`src/rtl/lifo_access_arbiter_if.sv`:
```
// Client request and LIFO-side signal bundle for lifo_access_arbiter.
// master = clients plus attached LIFO (environment), slave = arbiter.
interface lifo_access_arbiter_if #(
   parameter int Input_Data_Width = 8,
   parameter int LIFO_Depth       = 13,
   parameter int Num_Requesters   = 4
);
   localparam int GW = $clog2(Num_Requesters);
   localparam int CW = $clog2(LIFO_Depth + 1);

   logic [Num_Requesters-1:0]                  Req_Write;
   logic [Num_Requesters-1:0]                  Req_Read;
   logic [Num_Requesters*Input_Data_Width-1:0] Req_Data_in;
   logic [Num_Requesters-1:0]                  Req_Ack;
   logic                                       Req_Error;
   logic [Input_Data_Width-1:0]                Rd_Data;
   logic                                       Rd_Valid;
   logic [GW-1:0]                              Grant_Id;
   logic                                       Busy;
   logic [CW-1:0]                              Count;
   logic                                       LIFO_Write;
   logic                                       LIFO_Read;
   logic [Input_Data_Width-1:0]                LIFO_Data_in;
   logic                                       LIFO_Full;
   logic                                       LIFO_Empty;
   logic [Input_Data_Width-1:0]                LIFO_Data_out;

   modport master (
      output Req_Write, Req_Read, Req_Data_in, LIFO_Full, LIFO_Empty, LIFO_Data_out,
      input  Req_Ack, Req_Error, Rd_Data, Rd_Valid, Grant_Id, Busy, Count,
             LIFO_Write, LIFO_Read, LIFO_Data_in
   );

   modport slave (
      input  Req_Write, Req_Read, Req_Data_in, LIFO_Full, LIFO_Empty, LIFO_Data_out,
      output Req_Ack, Req_Error, Rd_Data, Rd_Valid, Grant_Id, Busy, Count,
             LIFO_Write, LIFO_Read, LIFO_Data_in
   );
endinterface

```
`src/rtl/lifo_access_arbiter.sv`:
```
// Round-robin arbiter sharing one LIFO between clients; one strobe + low cycle per grant.
// Latency: accepted op 4 cycles request-to-ack, rejected (full/empty) op 2 cycles.
// Backpressure: clients hold level requests until Req_Ack; LIFO_ARB_FIXED_PRIO_EN selects fixed priority.
module lifo_access_arbiter #(
   parameter int Input_Data_Width = 8,
   parameter int LIFO_Depth       = 13,
   parameter int Num_Requesters   = 4
) (
   input  logic                 clk_i,
   input  logic                 reset_ni,
   lifo_access_arbiter_if.slave bus
);
   localparam int GW = $clog2(Num_Requesters);
   localparam int CW = $clog2(LIFO_Depth + 1);
   localparam logic [CW-1:0] DEPTH_C = CW'(LIFO_Depth);

   typedef enum logic [1:0] {IDLE, ISSUE, WAIT, DONE} state_e;

   state_e                      state_q, state_d;
   logic [GW-1:0]               grant_q;
   logic                        pop_q;
   logic                        err_q;
   logic [Input_Data_Width-1:0] data_q;
   logic [Input_Data_Width-1:0] rd_data_q;
   logic [CW-1:0]               count_q;

   logic [Num_Requesters-1:0]   pending;
   logic                        sel_vld;
   logic [GW-1:0]               sel_id;
   logic                        sel_push;
   logic                        sel_reject;

`ifdef LIFO_ARB_FIXED_PRIO_EN
   // Descending scan so the lowest pending index is the last (winning) write.
   always_comb begin
      pending = bus.Req_Write | bus.Req_Read;
      sel_vld = 1'b0;
      sel_id  = '0;
      for (int i = Num_Requesters - 1; i >= 0; i--) begin
         if (pending[i]) begin
            sel_vld = 1'b1;
            sel_id  = GW'(i);
         end
      end
   end
`else
   logic [GW-1:0] ptr_q;
   logic [GW-1:0] cand;

   // Search starts one past the last grant and wraps at Num_Requesters.
   always_comb begin
      pending = bus.Req_Write | bus.Req_Read;
      sel_vld = 1'b0;
      sel_id  = '0;
      cand    = '0;
      for (int k = 1; k <= Num_Requesters; k++) begin
         cand = GW'((int'(ptr_q) + k) % Num_Requesters);
         if (!sel_vld && pending[cand]) begin
            sel_vld = 1'b1;
            sel_id  = cand;
         end
      end
   end

   always_ff @(posedge clk_i or negedge reset_ni) begin
      if (!reset_ni) begin
         ptr_q <= GW'(Num_Requesters - 1);
      end else if (state_q == IDLE && sel_vld) begin
         ptr_q <= sel_id;
      end
   end
`endif

   // A client holding both requests gets its push first.
   assign sel_push   = bus.Req_Write[sel_id];
   assign sel_reject = sel_push ? bus.LIFO_Full : bus.LIFO_Empty;

   always_ff @(posedge clk_i or negedge reset_ni) begin
      if (!reset_ni) begin
         state_q <= IDLE;
      end else begin
         state_q <= state_d;
      end
   end

   always_comb begin
      state_d = state_q;
      case (state_q)
         IDLE:    if (sel_vld) state_d = sel_reject ? DONE : ISSUE;
         ISSUE:   state_d = WAIT;
         WAIT:    state_d = DONE;
         DONE:    state_d = IDLE;
         default: state_d = IDLE;
      endcase
   end

   always_comb begin
      bus.Req_Ack    = '0;
      bus.Req_Error  = 1'b0;
      bus.Rd_Valid   = 1'b0;
      bus.LIFO_Write = 1'b0;
      bus.LIFO_Read  = 1'b0;
      case (state_q)
         ISSUE: begin
            bus.LIFO_Write = !pop_q;
            bus.LIFO_Read  = pop_q;
         end
         DONE: begin
            bus.Req_Ack[grant_q] = 1'b1;
            bus.Req_Error        = err_q;
            bus.Rd_Valid         = pop_q && !err_q;
         end
         default: ;
      endcase
   end

   always_ff @(posedge clk_i or negedge reset_ni) begin
      if (!reset_ni) begin
         grant_q   <= '0;
         pop_q     <= 1'b0;
         err_q     <= 1'b0;
         data_q    <= '0;
         rd_data_q <= '0;
         count_q   <= '0;
      end else begin
         if (state_q == IDLE && sel_vld) begin
            grant_q <= sel_id;
            pop_q   <= !sel_push;
            err_q   <= sel_reject;
            data_q  <= bus.Req_Data_in[int'(sel_id)*Input_Data_Width +: Input_Data_Width];
         end
         // Occupancy mirror only; Full/Empty still decide accept/reject.
         if (state_q == ISSUE) begin
            if (pop_q && count_q != '0) begin
               count_q <= count_q - 1'b1;
            end else if (!pop_q && count_q != DEPTH_C) begin
               count_q <= count_q + 1'b1;
            end
         end
         if (state_q == WAIT && pop_q) begin
            rd_data_q <= bus.LIFO_Data_out;
         end
      end
   end

   assign bus.Grant_Id     = grant_q;
   assign bus.Busy         = (state_q != IDLE);
   assign bus.Count        = count_q;
   assign bus.Rd_Data      = rd_data_q;
   assign bus.LIFO_Data_in = data_q;

endmodule

```
`src/flat_wrapper.sv`:
```
// flat-port wrapper written by rule: the top's interface ports become plain ports
module lifo_access_arbiter_flat 
#(
   parameter int Input_Data_Width = 8,
   parameter int LIFO_Depth       = 13,
   parameter int Num_Requesters   = 4
)
  (clk_i, reset_ni, bus_Req_Write, bus_Req_Read, bus_Req_Data_in, bus_LIFO_Full, bus_LIFO_Empty, bus_LIFO_Data_out, bus_Req_Ack, bus_Req_Error, bus_Rd_Data, bus_Rd_Valid, bus_Grant_Id, bus_Busy, bus_Count, bus_LIFO_Write, bus_LIFO_Read, bus_LIFO_Data_in);
  lifo_access_arbiter_if #(.Input_Data_Width(Input_Data_Width), .LIFO_Depth(LIFO_Depth), .Num_Requesters(Num_Requesters)) bus_i ();
  input  logic clk_i;
  input  logic reset_ni;
  input wire logic [$bits(bus_i.Req_Write)-1:0] bus_Req_Write;
  input wire logic [$bits(bus_i.Req_Read)-1:0] bus_Req_Read;
  input wire logic [$bits(bus_i.Req_Data_in)-1:0] bus_Req_Data_in;
  input wire logic [$bits(bus_i.LIFO_Full)-1:0] bus_LIFO_Full;
  input wire logic [$bits(bus_i.LIFO_Empty)-1:0] bus_LIFO_Empty;
  input wire logic [$bits(bus_i.LIFO_Data_out)-1:0] bus_LIFO_Data_out;
  output wire logic [$bits(bus_i.Req_Ack)-1:0] bus_Req_Ack;
  output wire logic [$bits(bus_i.Req_Error)-1:0] bus_Req_Error;
  output wire logic [$bits(bus_i.Rd_Data)-1:0] bus_Rd_Data;
  output wire logic [$bits(bus_i.Rd_Valid)-1:0] bus_Rd_Valid;
  output wire logic [$bits(bus_i.Grant_Id)-1:0] bus_Grant_Id;
  output wire logic [$bits(bus_i.Busy)-1:0] bus_Busy;
  output wire logic [$bits(bus_i.Count)-1:0] bus_Count;
  output wire logic [$bits(bus_i.LIFO_Write)-1:0] bus_LIFO_Write;
  output wire logic [$bits(bus_i.LIFO_Read)-1:0] bus_LIFO_Read;
  output wire logic [$bits(bus_i.LIFO_Data_in)-1:0] bus_LIFO_Data_in;
  assign bus_i.Req_Write = bus_Req_Write;
  assign bus_i.Req_Read = bus_Req_Read;
  assign bus_i.Req_Data_in = bus_Req_Data_in;
  assign bus_i.LIFO_Full = bus_LIFO_Full;
  assign bus_i.LIFO_Empty = bus_LIFO_Empty;
  assign bus_i.LIFO_Data_out = bus_LIFO_Data_out;
  assign bus_Req_Ack = bus_i.Req_Ack;
  assign bus_Req_Error = bus_i.Req_Error;
  assign bus_Rd_Data = bus_i.Rd_Data;
  assign bus_Rd_Valid = bus_i.Rd_Valid;
  assign bus_Grant_Id = bus_i.Grant_Id;
  assign bus_Busy = bus_i.Busy;
  assign bus_Count = bus_i.Count;
  assign bus_LIFO_Write = bus_i.LIFO_Write;
  assign bus_LIFO_Read = bus_i.LIFO_Read;
  assign bus_LIFO_Data_in = bus_i.LIFO_Data_in;
  lifo_access_arbiter #(.Input_Data_Width(Input_Data_Width), .LIFO_Depth(LIFO_Depth), .Num_Requesters(Num_Requesters)) u_core (.clk_i(clk_i), .reset_ni(reset_ni), .bus(bus_i));
endmodule
```
`config.mk`:
```
export PLATFORM = sky130hd
export DESIGN_NAME = lifo_access_arbiter_flat
export DESIGN_NICKNAME = d
export VERILOG_FILES = /design/src/rtl/lifo_access_arbiter_if.sv /design/src/rtl/lifo_access_arbiter.sv /design/src/flat_wrapper.sv
export SDC_FILE = /design/constraint.sdc
export NUM_CORES = 1
export LEC_CHECK = 0
export CAP_MARGIN = 10
export CELL_PAD_IN_SITES_DETAIL_PLACEMENT = 1
export CELL_PAD_IN_SITES_GLOBAL_PLACEMENT = 1
export CORE_AREA = 8 8 85 87
export DETAILED_ROUTE_END_ITERATION = 12
export DIE_AREA = 0 0 93 95
export PLACE_DENSITY_LB_ADDON = 0.2
export SYNTH_ARGS = -nofsm -noshare
export SYNTH_HDL_FRONTEND = slang
export SYNTH_SLANG_ARGS = --single-unit
export TNS_END_PERCENT = 5
```
`constraint.sdc`:
```
create_clock -name clk_i -period 4.7 [get_ports clk_i]
set_clock_uncertainty 0.1 [all_clocks]
set_input_delay 0.94 -clock clk_i [delete_from_list [all_inputs] [get_ports clk_i]]
set_output_delay 0.94 -clock clk_i [all_outputs]
set_load 0.03 [all_outputs]
```
==> summary.md, run 1 <==
| Metric | Value |
|---|---|
| Port bufs | `82` |
| WP data arrival | `~3.4 ns` |
| RSZ-0062 raised after global routing | `false` |
| Slowest cell delay on critical path | `approximately 0.86 ns` |
| Area post-placement | `about 2700 sq um` |
| Worst-path fanout max | `18` |
| Design area | `2790 sq um` |
| DRC viols | `0` |
| Die width | `~93 um` |
| Worst VDD drop | `0.000279 V` |
| Initial Util | `32.0%` |
| I/O pins | `83` |
| Core area | `~5800 sq um` |
| Via density | `approximately 5` |
| Fill cells | `690` |
| Mapped cell area | `approximately 1900 sq um` |
| Number of flops mapped to enable cells by yosys | `0` |
| Largest net degree at the start of global routing | `29` |
| Sink Count | `28` |
| Synth cell types | `48` |
| DRT antenna net count | `0` |
| Synth Register Bits | `28` |
| Final core occ | `47.9%` |
| Yosys warnings | `0` |
| Hold buffers post-CTS | `0` |
| Critical Path Source Type | `input port` |
| GRT Util Overall | `about 12%` |
| Syn_area_per_cell | `10.2 sq um` |
| Worst-path cell with the longest stage delay | `o21bai_2` |
| Layout cells sized above 1 | `13.3%` |
| Worst slew margin | `between 20% and 30%` |
| Top FF cell, synth | `dfrtp_1` |
| GRT Residual Overflow | `0` |
| Slew at the pin closest to its max-slew limit | `between 1 and 1.5 ns` |
| Count of final setup violators | `0` |
| Post-Route Setup TNS | `0 ns` |
| Skew-Pair Late Insertion Delay | `about 0.27 ns` |
| Syn Nets | `roughly 240` |
| Post-Layout Cell Count | `338` |
| Met3 Use GR | `3.81%` |
| WP data required | `approximately 4.8 ns` |
| Post-synthesis sequential area ratio | `roughly 38%` |
| R2r setup slk | `2.27 ns` |
| Fin. max-slew vios | `0` |
| Busiest grt layer | `met2` |
| Fmax | `~0.3 GHz` |
| Die area | `between 8000 and 9000 sq um` |
| Rows | `28` |
| Final WL | `around 5400 um` |
| Minimum clock period | `around 3.3 ns` |
| Worst Setup End Kind | `register` |
| CTS Root Cell | `clkbuf_8` |
| Clk slew on worst S/H paths | `about 0.090 ns` |
| P&R area growth vs syn | `49.8%` |
| Clk buf depth | `2` |
| P_leak | `0.00120 uW` |
| Cells after synthesis | `183` |
| Critical path class | `input port to register` |
| Tcrit/Tclk final | `~70%` |
| Post-Place Cells | `approximately 330` |
| CP Buf/Inv Count | `1` |
| Async SR Flop Fraction | `100%` |
| Final hold vios | `0` |
| HPWL Detailed | `4430 um` |
| H-tree depth | `1` |
| DRT iter0 DRCs | `37` |
| Total CTS buffers | `3` |
| Routability Congestion | `around 0.79` |
| NumNets Final | `roughly 320` |
| First drt pass iteration count | `4` |
| Post-cts resize count | `0` |
| Status | `finished, final reports clean` |
| Postcts setup bufs | `0` |
| CP most frequent cell | `o21ai_1` |
| Grt met2 use | `between 20 and 25%` |
| Pwr per Cell Area | `around 680 nW/um^2` |
| Initial antenna violation count | `0` |
| Vias in the first global route | `approximately 1800` |
| Max-Cap Viols | `0` |
| M1 GR Usage | `between 10 and 15%` |
| Die Height | `roughly 95 um` |
| Crit-path cells | `clkdlybuf4s50_1, o21ai_1, o21bai_1, o21bai_2, mux2i_1, mux2_2, o21ai_1` |
| Ant diodes | `0` |
| Cell family with most CP delay | `compound AO/OA/AOI/OAI gates` |
| Min-Delay Path Class | `register to register` |
| Wire per inst | `15.9 um` |
| CTS tree | `yes` |
| First-pass GRT wire length | `roughly 8900 um` |
| Via count | `1643` |
[cells by family after synthesis]
group,Yosys count,synth area share (%)
multiplexers,34,19.4
AO/OA/AOI/OAI,41,16.3
adder cells (fa/ha/maj),8,5.78
XOR/XNOR,4,1.88
buffers and inverters,13,3.97
AND/OR/NAND/NOR,55,14.9
flip-flops,28,37.8
[path summary, 6_finish.rpt]
path / startpoint / endpoint / cells past startpoint
setup / recovery: bus_Req_Write[3] / u_core.bus.LIFO_Data_in[1]$_DFFE_PN0P_ / 7
hold reg to reg: u_core.bus.LIFO_Data_in[2]$_DFFE_PN0P_ / u_core.bus.LIFO_Data_in[2]$_DFFE_PN0P_ / 2
max in group asynchronous: reset_ni / u_core.ptr_q[0]$_DFFE_PN1P_ / 2
hold / removal: u_core.bus.LIFO_Data_in[2]$_DFFE_PN0P_ / u_core.bus.LIFO_Data_in[2]$_DFFE_PN0P_ / 2
min in group asynchronous: reset_ni / u_core.err_q$_DFFE_PN0P_ / 2
setup reg to reg: u_core.ptr_q[1]$_DFFE_PN1P_ / u_core.bus.LIFO_Data_in[1]$_DFFE_PN0P_ / 6
[flip-flops by register name, indices dropped and copies added, names as in the netlist]
name	flops
u_core.bus.Rd_Data	8
u_core.bus.Grant_Id	2
u_core.bus.LIFO_Data_in	8
u_core.pop_q	1
u_core.state_q	2
u_core.ptr_q	2
u_core.bus.Count	4
u_core.err_q	1
[layout by cell type, fill, tap and decap left out, drive strengths merged, types with 4 or more instances in the layout]
master         instances
mux2                  16
ha                     7
dfrtp                 26
clkbuf                 4
mux2i                 18
a21o                   4
clkdlybuf4s50         82
nand2                 22
o21ai                 18
nor2                  14
inv                    6
[Yosys cell counts, drive strengths merged, types with 2 or more instances]
library cell / n / share of area [%]
a21o: 4 / 1.7
a21oi: 3 / 0.81
and2: 2 / 0.67
buf: 4 / 2.2
clkbuf: 3 / 0.61
dfrtp: 26 / 35
dfstp: 2 / 2.8
ha: 7 / 4.7
inv: 6 / 1.2
mux2: 16 / 9.7
mux2i: 18 / 9.7
nand2: 22 / 4.4
nand2b: 3 / 1.0
nand3: 3 / 0.81
nor2: 14 / 2.8
nor2b: 2 / 0.67
nor3b: 3 / 1.2
nor4: 2 / 1.8
o21ai: 18 / 5.9
o21bai: 3 / 1.4
xnor2: 2 / 0.94
xor2: 2 / 0.94
[area by class of cell]
| class | instances | area (sq um) | area share, % |
|---|---|---|---|
| multi-input combinational | 142 | 1080 | 38.9 |
| timing repair buffer | 83 | 828 | 29.7 |
| sequential | 28 | 703 | 25.2 |
| tap | 75 | 93.8 | 3.37 |
| clock buffer | 4 | 55.1 | 1.98 |
| inverter | 6 | 22.5 | 0.808 |
[worst min-delay path, stage by stage (launching register included)]
cell and delay [ns]:
dfrtp_1 0.35, nand2_1 0.06, o21ai_2 0.05
[routing by layer]
layer / share of wire [%] / wire length (um)
met5: 0 / 0
met4: 0.24 / 13
met3: 6.5 / 351
met1: 42 / 2280
met2: 51 / 2730
[where the power goes]
part	switching (uW)	internal [uW]	leakage (uW)
sequential	120	374	0.000332
clock	73.8	74.9	0.0000288
combinational	677	563	0.000835
[per-stage QoR]
stage | hold WS [ns] | total power (uW) | setup WS [ns]
2_1_floorplan | 0.382 | 1340 | 2.19
3_3_place_gp | 0.362 | 1730 | 1.12
3_5_place_dp | 0.369 | 1760 | 1.10
4_1_cts | 0.392 | 1920 | 1.37
5_1_grt | 0.413 | 2040 | 1.21
6_report | 0.388 | 1880 | 1.40
No activity file was read; power rests on OpenSTA's default activity.
==> run 2, diff against run 1 <==
- CORE_AREA: 8 8 85 87 -> 8 8 87 89
- DIE_AREA: 0 0 93 95 -> 0 0 95 97
- clock period: 4.7 -> 3.2 ns (I/O delays scaled with it)
==> run 2 against run 1 <==
Total power rose by 52%. Register-to-register slack got worse by 1.4 ns. Largest power group unchanged. Worst setup slack got worse by 1.0 ns. Core utilization fell by 1.7 points. Non-clock buffer count rose by 8. Count of clock-buffer cells in the layout fell by 1. Via count rose by 3.2%. Final cell count rose by 3.0%. Design area rose by 2.8%.
==> summary.md, run 2 (synthesis gave the netlist of run 1 again) <==
| Metric | Value |
|---|---|
| Tcrit/Tclk final | `between 80% and 90%` |
| CTS tree | `yes` |
| Cell count of the worst reg-to-reg path | `5 (-1)` |
| Initial Util | `30.0% (-2.0 points)` |
| CP Buf/Inv Count | `1 (unchanged)` |
| RSZ-0062 raised after global routing | `false` |
| Ant diodes | `0 (unchanged)` |
| Post-Route Setup TNS | `0 ns (unchanged)` |
| HPWL Detailed | `4680 um (+5.6%)` |
| Most frequent cells in the layout | `82 x clkdlybuf4s50_1, 26 x dfrtp_1, 22 x nand2_1, 18 x mux2i_1, 16 x mux2_2` |
| WP data arrival | `2.95 ns (-0.43 ns)` |
| Postcts setup bufs | `0 (unchanged)` |
| Area of the multi-input gates | `1080 sq um (unchanged)` |
| Largest net degree at the start of global routing | `29 (unchanged)` |
| Slowest cell delay on critical path | `0.85 ns (about the same)` |
| Fill cells | `710 (+2.9%)` |
| Final core occ | `46.2% (-1.7 points)` |
| Critical path depth | `7 (unchanged)` |
| Skew-Pair Late Insertion Delay | `0.28 ns (about the same)` |
| Post-cts resize count | `0 (unchanged)` |
| Hold buffers post-CTS | `0 (unchanged)` |
| Critical path class | `input port to register` |
| Fin. max-slew vios | `0 (unchanged)` |
| Worst VDD drop | `0.000433 V (+55%)` |
| I/O pins | `83 (unchanged)` |
| First-pass GRT wire length | `9600 um (+7.5%)` |
| Rows | `29 (+3.6%)` |
| DRC viols | `0 (unchanged)` |
| Layout cells sized above 1 | `15.9% (+2.6 points)` |
| GRT Residual Overflow | `0 (unchanged)` |
| Die area | `9220 sq um (+4.3%)` |
| P&R area growth vs syn | `54.0%` |
| Critical R2R Launch | `u_core.ptr_q[0]$_DFFE_PN1P_` |
| Worst-path cell with the longest stage delay | `o21bai_2` |
| DRT antenna net count | `0 (unchanged)` |
| Final WL | `5630 um (+4.9%)` |
| First drt pass iteration count | `4 (unchanged)` |
| NumNets Final | `332 (+2.5%)` |
| Slew at the pin closest to its max-slew limit | `1.06 ns (-0.00445 ns)` |
| GRT Util Overall | `12.8% (+0.58 points)` |
| Fmax | `approximately 0.35 GHz` |
| Worst Hold Depth | `2 (unchanged)` |
| Cell family with most CP delay | `compound AO/OA/AOI/OAI gates` |
| Via density | `4.87 (+0.20%)` |
| Sink Count | `28 (unchanged)` |
| H-tree depth | `1 (unchanged)` |
| Clk slew on worst S/H paths | `0.10 ns (about the same)` |
| Worst-path fanout max | `18 (unchanged)` |
| Max-Cap Viols | `0 (unchanged)` |
| Final hold vios | `0 (unchanged)` |
| Status | `finished, final reports clean` |
| Die Height | `97 um (+2.1%)` |
| Die width | `95 um (+2.2%)` |
| Wire per inst | `16.2 um (+1.8%)` |
| Count of final setup violators | `0 (unchanged)` |
| R2r setup slk | `0.84 ns (-1.43 ns)` |
| Worst hold start | `u_core.bus.LIFO_Data_in[5]$_DFFE_PN0P_` |
| Vias in the first global route | `1859 (+3.5%)` |
| Core area | `6200 sq um (+6.7%)` |
| Min-Delay Path Class | `register to register` |
| DRT iter0 DRCs | `49 (+32%)` |
| P_leak | `0.00124 uW (+3.8%)` |
| Worst slew margin | `29.5% (+0.30 points)` |
| CTS Root Cell | `clkbuf_8` |
| Crit-path cells | `clkdlybuf4s50_1, nor4_2, o21bai_1, o21bai_2, mux2i_1, mux2_2, o21ai_1` |
| Total CTS buffers | `3 (unchanged)` |
| Reg area | `703 sq um (unchanged)` |
| Port bufs | `82 (unchanged)` |
| WP data required | `3.31 ns (-1.47 ns)` |
| R2R Path End | `u_core.bus.LIFO_Data_in[4]$_DFFE_PN0P_` |
| Critical Path Source Type | `input port` |
| Worst hold endpoint | `u_core.bus.LIFO_Data_in[5]$_DFFE_PN0P_` |
| Routability Congestion | `0.731 (-7.3%)` |
| Clk buf depth | `2 (unchanged)` |
| Pwr per Cell Area | `997 nW/um^2 (+48%)` |
| Initial antenna violation count | `0 (unchanged)` |
| Worst Setup End Kind | `register` |
| Minimum clock period | `between 2 and 3 ns` |
| Commonest non-fill, non-tap cell in the layout | `clkdlybuf4s50_1` |
| Via count | `1695 (+3.2%)` |
[run 2: changes by cell type in the layout (fill, tap and decap cells not counted)]
cell | before | now
buf_4 | 1 | 9
clkbuf_8 | 4 | 3
bufinv_16 | 0 | 1
[run 2: worst max path at each step]
stage	to	start	slack [ns]
floorplan	u_core.bus.Count[3]$_DFFE_PN0P_	u_core.bus.Count[0]$_DFFE_PN0P_	0.90
global placement	u_core.bus.LIFO_Data_in[4]$_DFFE_PN0P_	bus_Req_Write[0]	0.09
detailed placement	u_core.bus.LIFO_Data_in[1]$_DFFE_PN0P_	bus_Req_Write[0]	0.01
CTS	u_core.bus.LIFO_Data_in[4]$_DFFE_PN0P_	bus_Req_Write[0]	0.32
global route	u_core.bus.LIFO_Data_in[4]$_DFFE_PN0P_	bus_Req_Write[0]	0.13
finish	u_core.bus.LIFO_Data_in[4]$_DFFE_PN0P_	bus_Req_Write[0]	0.36
[run 2: final cells by class]
class                      instances  share of cell area, %
multi-input combinational        142                   37.8
timing repair buffer              91                   31.0
sequential                        28                   24.5
tap                               77                   3.36
clock buffer                       3                   1.44
clock inverter                     1                   1.05
inverter                           6                  0.786
[run 2: tightest hold or removal path, cell delays in order, from the launching register on]
cell and delay (ns):
dfrtp_1 0.36, nand2_1 0.06, o21ai_2 0.05
[run 2: where the power goes]
| part | total (uW) | switching (uW) | internal (uW) |
|---|---|---|---|
| logic | 1840 | 988 | 855 |
| clock network | 291 | 123 | 168 |
| registers | 723 | 174 | 549 |
| total | 2860 | 1290 | 1570 |
[run 2: routing by layer]
metal  up-vias  part of all wire (%)  global-route usage (%)
li1        824                     -                       -
met2        36                    52                    21.9
met5         -                     0                       0
met4         0                  0.78                    2.88
met3         4                   6.9                    4.17
met1       831                    40                    14.9
[run 2: metrics by stage]
step | hold WS [ns] | area, sq um | power (uW) | instances | worst slack (ns)
detailed placement | 0.371 | 2790 | 2620 | 344 | 0.0126
floorplan | 0.244 | 1860 | 1970 | 183 | 0.905
global placement | 0.364 | 2790 | 2560 | 344 | 0.0924
finish | 0.390 | 2870 | 2860 | 348 | 0.362
CTS | 0.396 | 2870 | 2920 | 348 | 0.321
global route | 0.426 | 2870 | 3090 | 348 | 0.129
